[src/rtl/mp_add_stream.sv]
// mp_add_stream
//   Multi-precision streaming adder/subtractor. Long operands arrive as W-bit
//   beats, least-significant beat first. Each beat goes through a ripple of
//   16-bit carry-lookahead slices. The carry between beats is kept in a
//   register, and results leave through a 2-entry valid/ready buffer.
//
// Ports
//   clk        in   clock, rising edge
//   rst        in   synchronous active-high reset
//   in_valid   in   operand beat present
//   in_ready   out  block can accept a beat (count < 2, forced low in reset)
//   in_a/in_b  in   W-bit operand beats
//   in_last    in   beat is the most-significant beat of the operation
//   in_op      in   0 = A+B, 1 = A-B; only sampled on the first beat
//   out_valid  out  result beat present
//   out_ready  in   consumer accepts result beat
//   out_sum    out  W-bit result beat (0 when buffer empty)
//   out_last   out  final beat of the operation
//   out_cout   out  carry out of final beat (1 = no borrow on subtract)
//   out_zero   out  whole result was zero (final beat only)

module mp_add_stream #(
  parameter int W = 64
) (
  input  logic         clk,
  input  logic         rst,
  input  logic         in_valid,
  output logic         in_ready,
  input  logic [W-1:0] in_a,
  input  logic [W-1:0] in_b,
  input  logic         in_last,
  input  logic         in_op,
  output logic         out_valid,
  input  logic         out_ready,
  output logic [W-1:0] out_sum,
  output logic         out_last,
  output logic         out_cout,
  output logic         out_zero
);

  localparam int NS = W / 16;
  localparam int EW = W + 3;

  localparam logic ST_FIRST = 1'b0;
  localparam logic ST_MID   = 1'b1;

  logic          state_q, state_d;
  logic          carry_q, carry_d;
  logic          op_q, op_d;
  logic          zacc_q, zacc_d;
  logic [EW-1:0] mem_q [2];
  logic          rdPtr_q;
  logic          wrPtr_q;
  logic [1:0]    count_q;

  logic          isFirst;
  logic          opEff;
  logic [W-1:0]  bEff;
  logic [NS:0]   chain;
  logic [W-1:0]  sumBeat;
  logic          beatCout;
  logic          sumZero;
  logic          zeroFinal;
  logic          push;
  logic          pop;
  logic [EW-1:0] headEntry;

  // 16-bit two-level carry-lookahead slice: four 4-bit groups, each with its
  // own generate/propagate, joined by a second lookahead level.
  function automatic logic [16:0] cla16(input logic [15:0] a,
                                        input logic [15:0] b,
                                        input logic        cin);
    logic [15:0] g, p, c;
    logic [3:0]  gg, pg;
    logic [4:0]  cg;
    g = a & b;
    p = a ^ b;
    for (int j = 0; j < 4; j++) begin
      gg[j] = g[4*j+3] | (p[4*j+3] & g[4*j+2]) | (p[4*j+3] & p[4*j+2] & g[4*j+1])
            | (p[4*j+3] & p[4*j+2] & p[4*j+1] & g[4*j]);
      pg[j] = &p[4*j +: 4];
    end
    cg[0] = cin;
    cg[1] = gg[0] | (pg[0] & cin);
    cg[2] = gg[1] | (pg[1] & gg[0]) | (pg[1] & pg[0] & cin);
    cg[3] = gg[2] | (pg[2] & gg[1]) | (pg[2] & pg[1] & gg[0]) | (pg[2] & pg[1] & pg[0] & cin);
    cg[4] = gg[3] | (pg[3] & gg[2]) | (pg[3] & pg[2] & gg[1])
          | (pg[3] & pg[2] & pg[1] & gg[0]) | ((&pg) & cin);
    for (int j = 0; j < 4; j++) begin
      c[4*j]   = cg[j];
      c[4*j+1] = g[4*j] | (p[4*j] & cg[j]);
      c[4*j+2] = g[4*j+1] | (p[4*j+1] & g[4*j]) | (p[4*j+1] & p[4*j] & cg[j]);
      c[4*j+3] = g[4*j+2] | (p[4*j+2] & g[4*j+1]) | (p[4*j+2] & p[4*j+1] & g[4*j])
               | (p[4*j+2] & p[4*j+1] & p[4*j] & cg[j]);
    end
    return {cg[4], p ^ c};
  endfunction

  // Handshakes. in_ready deliberately ignores out_ready so a full buffer
  // only frees a slot on the edge after the pop.
  assign in_ready  = !rst && (count_q != 2'd2);
  assign out_valid = (count_q != 2'd0);
  assign push      = in_valid && in_ready;
  assign pop       = out_valid && out_ready;

  // Beat datapath. On a first beat the op bit doubles as carry-in, which
  // turns ~B + 1 into a two's-complement subtract.
  always_comb begin
    isFirst = (state_q == ST_FIRST);
    opEff   = isFirst ? in_op : op_q;
    bEff    = opEff ? ~in_b : in_b;
    chain   = '0;
    sumBeat = '0;
    chain[0] = isFirst ? in_op : carry_q;
    for (int s = 0; s < NS; s++) begin
      {chain[s+1], sumBeat[16*s +: 16]} = cla16(in_a[16*s +: 16], bEff[16*s +: 16], chain[s]);
    end
    beatCout  = chain[NS];
    sumZero   = (sumBeat == '0);
    zeroFinal = sumZero && (isFirst || zacc_q);
  end

  // Operation state advances only on accepted beats, so input gaps hold
  // carry, zero accumulator and op indefinitely.
  always_comb begin
    state_d = state_q;
    carry_d = carry_q;
    op_d    = op_q;
    zacc_d  = zacc_q;
    if (push) begin
      carry_d = beatCout;
      op_d    = opEff;
      zacc_d  = isFirst ? sumZero : (zacc_q && sumZero);
      state_d = in_last ? ST_FIRST : ST_MID;
    end
  end

  always_ff @(posedge clk) begin
    if (rst) begin
      state_q <= ST_FIRST;
      carry_q <= 1'b0;
      op_q    <= 1'b0;
      zacc_q  <= 1'b0;
      rdPtr_q <= 1'b0;
      wrPtr_q <= 1'b0;
      count_q <= 2'd0;
    end else begin
      state_q <= state_d;
      carry_q <= carry_d;
      op_q    <= op_d;
      zacc_q  <= zacc_d;
      if (push) begin
        wrPtr_q <= ~wrPtr_q;
      end
      if (pop) begin
        rdPtr_q <= ~rdPtr_q;
      end
      case ({push, pop})
        2'b10:   count_q <= count_q + 2'd1;
        2'b01:   count_q <= count_q - 2'd1;
        default: count_q <= count_q;
      endcase
    end
  end

  // Buffer storage needs no reset: the count gates every read.
  always_ff @(posedge clk) begin
    if (push) begin
      mem_q[wrPtr_q] <= {sumBeat, in_last, in_last & beatCout, in_last & zeroFinal};
    end
  end

  assign headEntry = mem_q[rdPtr_q];
  assign out_sum   = out_valid ? headEntry[EW-1:3] : '0;
  assign out_last  = out_valid & headEntry[2];
  assign out_cout  = out_valid & headEntry[1];
  assign out_zero  = out_valid & headEntry[0];

endmodule
[config.mk]
export PLATFORM = sky130hd
export DESIGN_NAME = mp_add_stream
export DESIGN_NICKNAME = d
export VERILOG_FILES = /design/src/rtl/mp_add_stream.sv
export SDC_FILE = /design/constraint.sdc
export NUM_CORES = 1
export LEC_CHECK = 0
export CAP_MARGIN = 20
export CORE_MARGIN = 2
export CORE_UTILIZATION = 57
export CTS_CLUSTER_SIZE = 40
export DETAILED_ROUTE_END_ITERATION = 12
export PLACE_DENSITY = 0.88
export SETUP_SLACK_MARGIN = 0.3
export SLEW_MARGIN = 20
export SYNTH_ARGS = -nofsm -noshare
export SYNTH_HDL_FRONTEND = slang
export SYNTH_SLANG_ARGS = --single-unit
[constraint.sdc]
create_clock -name clk -period 20.4 [get_ports clk]
set_input_delay 6.12 -clock clk [delete_from_list [all_inputs] [get_ports clk]]
set_output_delay 6.12 -clock clk [all_outputs]
set_load 0.05 [all_outputs]
# Yosys cells after proc, flatten, opt, wreduce, memory -nomap -nowiden
# Memory sizes are Yosys's and may differ from the RTL's. A register that Yosys moved wholly into a read port is not among the register bits.
# Cells that the tools add are included.
# totals
ff_bits,8
ram_bits,134
word_cells,543
n_memories,1
# classes
addsub,2
eq_ne,3
muxes,11
n_bitwise,489
reduce_logical,30
# mem_list
name,words,word_bits,read_ports,rd_ports_with_merged_regs,wr,line,source
mem_q,2,67,1,1,1,51,logic [EW-1:0] mem_q [2];
# ops
cell,count
$and 1x1->1,289
$or 1x1->1,184
$mux 64,2
$xor 16x16->16,8
$and 16x16->16,4
$logic_not 64->1,1
$not 64->64,1
$reduce_and 16->1,4
$reduce_and 4->1,16
$mux 1,8
$logic_and 1x1->1,5
$pmux 2 s2,1
$reduce_bool 2->1,2
$not 1->1,3
$add 2x1->2 const B,1
$eq 2x1->1 const B,1
$eq 2x2->1 const B,1
$ne 2x2->1 const B,1
$sub 2x1->2 const B,1
$logic_not 1->1,1
$logic_or 1x1->1,1

# Longest topological paths before layout
# depth
word_depth,24
ltp_mapped,27

# Worst setup path before layout
# No wires, ideal clock.
# synth_path
path_type,in2out
from,in rst
to,out in_ready
arrival_time_ns,7.105
t_required_ns,14.280
slack_ns,7.175
stages,2
path_buffers,1
cell_sequence,clkbuf_1 > a21oi_1
# synth_between
elab_chain_cells,2
# synth_rtl
element,line,source
start: declaration,26,"input logic rst,"
$logic_not 1->1,101,assign in_ready = !rst && (count_q != 2'd2);
$logic_and 1x1->1,101,
end: declaration,28,"output logic in_ready,"
# Every way passes these cells.

# Final worst setup path
# Ends and elaborated chain as after synthesis.

==> results.md <==
| Stage | Item | Reported |
| --- | --- | --- |
| cts | Number of buffers added by the clock tree synthesis step | 17 |
| layout | Sequential cell area | 4208 µm² |
| layout | Multi-input logic area | 5315 µm² |
| synth | Share of Yosys cell area claimed by the top area cell type | 40.67% |
| sta | Final number of max-transition violations | 0 |
| floorplanning | Vertical die dimension | 135.7 µm |
| synth | Fraction of registers with async set or reset after synthesis | 0% |
| layout | Final Util | 74.69% |
| critical path | Critical path launch point type | input port |
| power | Power Density | 115.5 nW/µm² |
| critical path | Cell with the biggest individual delay on the critical path | sky130_fd_sc_hd__clkdlybuf4s50_1 |
| sta | Unrepaired setup endpoints after global routing | no |
| detailed routing | Avg Vias per Cell | 5.857 |
| critical path | CP max FO | 10 |
| sta | Endpoints failing hold | 0 |
| sta | Final setup fails | 0 |
| cts | Post-CTS repair timing setup buffer count | 0 |
| detailed routing | Drt first-iter violations | 724 |
| cts | Number of cells upsized or downsized after cts | 0 |
| global routing | Wire length of the first global-routing pass | 40,970 µm |
| sta | Clock period minus final worst setup slack | 13,850 ps |
| cts | Clk buf depth | 2 |
| global routing | Antenna violations before repair | 1 |
| cts | Total clock sinks | 143 |
| sta | Total Neg Setup Slack | 0 ps |
| global routing | Overall Global Routing Usage | 29.13% |
| sta | Highest clock rate | 72.20 MHz |
| synth | Synth Flop Type | sky130_fd_sc_hd__edfxtp_1 |
| floorplanning | Width of the die | 135.7 µm |
| critical path | Category of the critical setup timing path | input port to output port |
| power | Static Leak | 4.660 nW |
| detailed routing | Vias post-DR | 8,006 |
| synth | Number of register bits inferred by synthesis | 143 |
| synth | Cell with the most instances after synthesis | sky130_fd_sc_hd__edfxtp_1 |
| place | GP Congestion | 0.9294 |
| floorplanning | Effective utilization at floorplan | 57.80% |
| critical path | Reg2reg setup slack | 12,300 ps |
| global routing | GRT Residual Overflow | 0 |
| cts | Clock transition time at the flip-flop clock pins of the worst setup and hold paths | 70 ps |
| sta | Clock skew after layout | 13.26 ps |
| floorplanning | I/O pin count | 203 |
| critical path | Critical path data arrival time | 7730 ps |
| outcome | Run status | completed |
| detailed routing | Number of iterations in the first detailed-routing pass | 6 |
| detailed routing | Remaining DRCs | 0 |
| cts | Number of hold buffers added after cts | 0 |
| worst hold path | Type of the worst min-delay path | register to register |
| sta | Post-layout worst setup margin | 6550 ps |
| synth | Avg Inst Size Synth | 10.63 µm² |
| floorplanning | Area of the core | 17,120 µm² |
| layout | Fill cells | 1,168 |
| detailed routing | Wire length per cell after detailed routing | 19.04 µm |
| critical path | Critical path's most frequent cell | sky130_fd_sc_hd__clkdlybuf4s50_1 |
| synth | Sequential cell area fraction in the yosys report | 42.49% |
| synth | Cell Area, Synth | 9893 µm² |
| cts | # H-tree levels | 4 |
| sta | Slew margin rel. | 36.70% |
| cts | Root buffer cell | sky130_fd_sc_hd__clkbuf_16 |
| floorplanning | Placement Rows | 48 |
| synth | Yosys Warn Count | 0 |
| global routing | Pin count of the biggest net entering global routing | 69 |
| cts | TritonCTS clock tree | built |
| synth | Synthesized net count | 1,146 |
| layout | Proportion of layout cells with a drive suffix above 1 | 6.223% |
| place | Port Buf Inserts | 202 |
| synth | Top cell types by occurrence after synthesis | 134 x sky130_fd_sc_hd__edfxtp_1, 113 x sky130_fd_sc_hd__nor2_1, 89 x sky130_fd_sc_hd__xnor2_1 |
| run | Max-cap violation count | 0 |
| layout | Count of nets after finishing | 1,343 |
| detailed routing | Final WL | 26,030 µm |
| critical path | Critical path, cell by cell | clkdlybuf4s50_1, a21oi_1, clkdlybuf4s50_1 |
| synth | Number of flops mapped to enable cells by yosys | 134 |
| place | Placement-stage worst setup slack | 6323 ps |
| synth | Number of distinct library cell variants in the gate-level netlist after synthesis | 74 |
| place | Placed cell count | 1,334 |
| layout | Post-layout instance count excluding filler cells | 1,367 |
| cts | Clock latency on the worst-skew pair | 440 ps |
| layout | Area growth, synth to finish | 29.23% |
| critical path | Biggest cell delay along the critical path | 830 ps |
| global routing | Vias in the first global route | 7,909 |
| sta | Portion of the clock cycle consumed by the worst path in the final layout | 67.89% |
| synth | Top post-synthesis cells by area | sky130_fd_sc_hd__edfxtp_1 41%, sky130_fd_sc_hd__ha_1 8.2%, sky130_fd_sc_hd__xnor2_1 7.9%, sky130_fd_sc_hd__mux2i_1 7.4%, sky130_fd_sc_hd__nor2_1 4.3% |
| power | Peak VDD IR | 0.08992 mV |
| synth | Largest area contributor in the synthesized netlist | sky130_fd_sc_hd__edfxtp_1 |
| critical path | Kind of end point of the critical path | output port |
| sta | Slew at the pin with the worst max-slew slack | 934.7 ps |
| synth | Post-synthesis instance total | 931 |
| floorplanning | Die area | 18,430 µm² |
| critical path | Critical Path RT | 14,280 ps |
| detailed routing | Post-DRT Antenna Nets | 0 |
| place | HPWL after DPL | 19,580 µm |
| sta | Minimum hold slack | 508.3 ps |
-- area by class of cell --
class | count | area share (%)
tap | 225 | 2.202
multi-input combinational | 681 | 41.57
sequential | 143 | 32.91
timing repair buffer | 208 | 16.17
inverter | 77 | 2.280
clock inverter | 15 | 1.517
antenna | 1 | 0.01957
clock buffer | 17 | 3.327
-- report_power, final --
group | switching [mW] | internal, mW
clock | 0.146 | 0.167
combinational | 0.492 | 0.266
sequential | 0.0196 | 0.387
-- through the flow --
stage | cell area (µm²) | power, mW
6_report | 12780 | 1.477
5_1_grt | 12780 | 1.541
4_1_cts | 12780 | 1.476
3_5_place_dp | 12160 | 1.161
3_3_place_gp | 12160 | 1.149
2_1_floorplan | 9893 | 0.9198
-- registers in the layout (all words and copies together), names as in the netlist, named ones only --
name / flops
carry_q: 1
zacc_q: 1
count_q: 2
rdPtr_q: 1
op_q: 1
wrPtr_q: 1
mem_q: 134
state_q: 1
-- critical path: cells and delay by family --
family	cells	cell delay [ps]
AO/OA/AOI/OAI	1	220
buffers and inverters	2	1380
-- placed cells by master (no fill, tap or decap), types with 17 or more instances in the layout --
| cell type | instances |
|---|---|
| sky130_fd_sc_hd__a21o_1 | 17 |
| sky130_fd_sc_hd__a21oi_1 | 49 |
| sky130_fd_sc_hd__clkbuf_16 | 17 |
| sky130_fd_sc_hd__clkdlybuf4s50_1 | 202 |
| sky130_fd_sc_hd__edfxtp_1 | 134 |
| sky130_fd_sc_hd__ha_1 | 65 |
| sky130_fd_sc_hd__inv_1 | 76 |
| sky130_fd_sc_hd__mux2i_1 | 72 |
| sky130_fd_sc_hd__nand2_1 | 32 |
| sky130_fd_sc_hd__nor2_1 | 110 |
| sky130_fd_sc_hd__o21ai_0 | 17 |
| sky130_fd_sc_hd__xnor2_1 | 89 |
-- final timing paths --
kind / start / to / cells after the start
setup / recovery: rst / in_ready / 3
hold / removal: carry_q / carry_q / 2
setup reg to reg: state_q / mem_q[0][0] / 26
hold reg to reg: carry_q / carry_q / 2
-- logic make-up (layout without fill, tap and decap cells) --
group           Yosys count  in the layout  share of synthesized area (%)
flops                   143            143                          42.49
buf+inv                 107            317                          4.136
simple gates            254            254                          12.90
compound gates          171            171                          12.55
mux                      75             75                          7.613
fa+ha+maj                81             81                          11.46
xor+xnor                100            100                          8.853
other cells               0              1                              0
-- metal layers --
layer	global-route usage (%)	part of all wire [%]
met5	0	0
met4	10.13	3.0
met3	5.200	7.4
met2	47.03	48
met1	39.76	42
No activity file was read; power rests on OpenSTA's default activity.
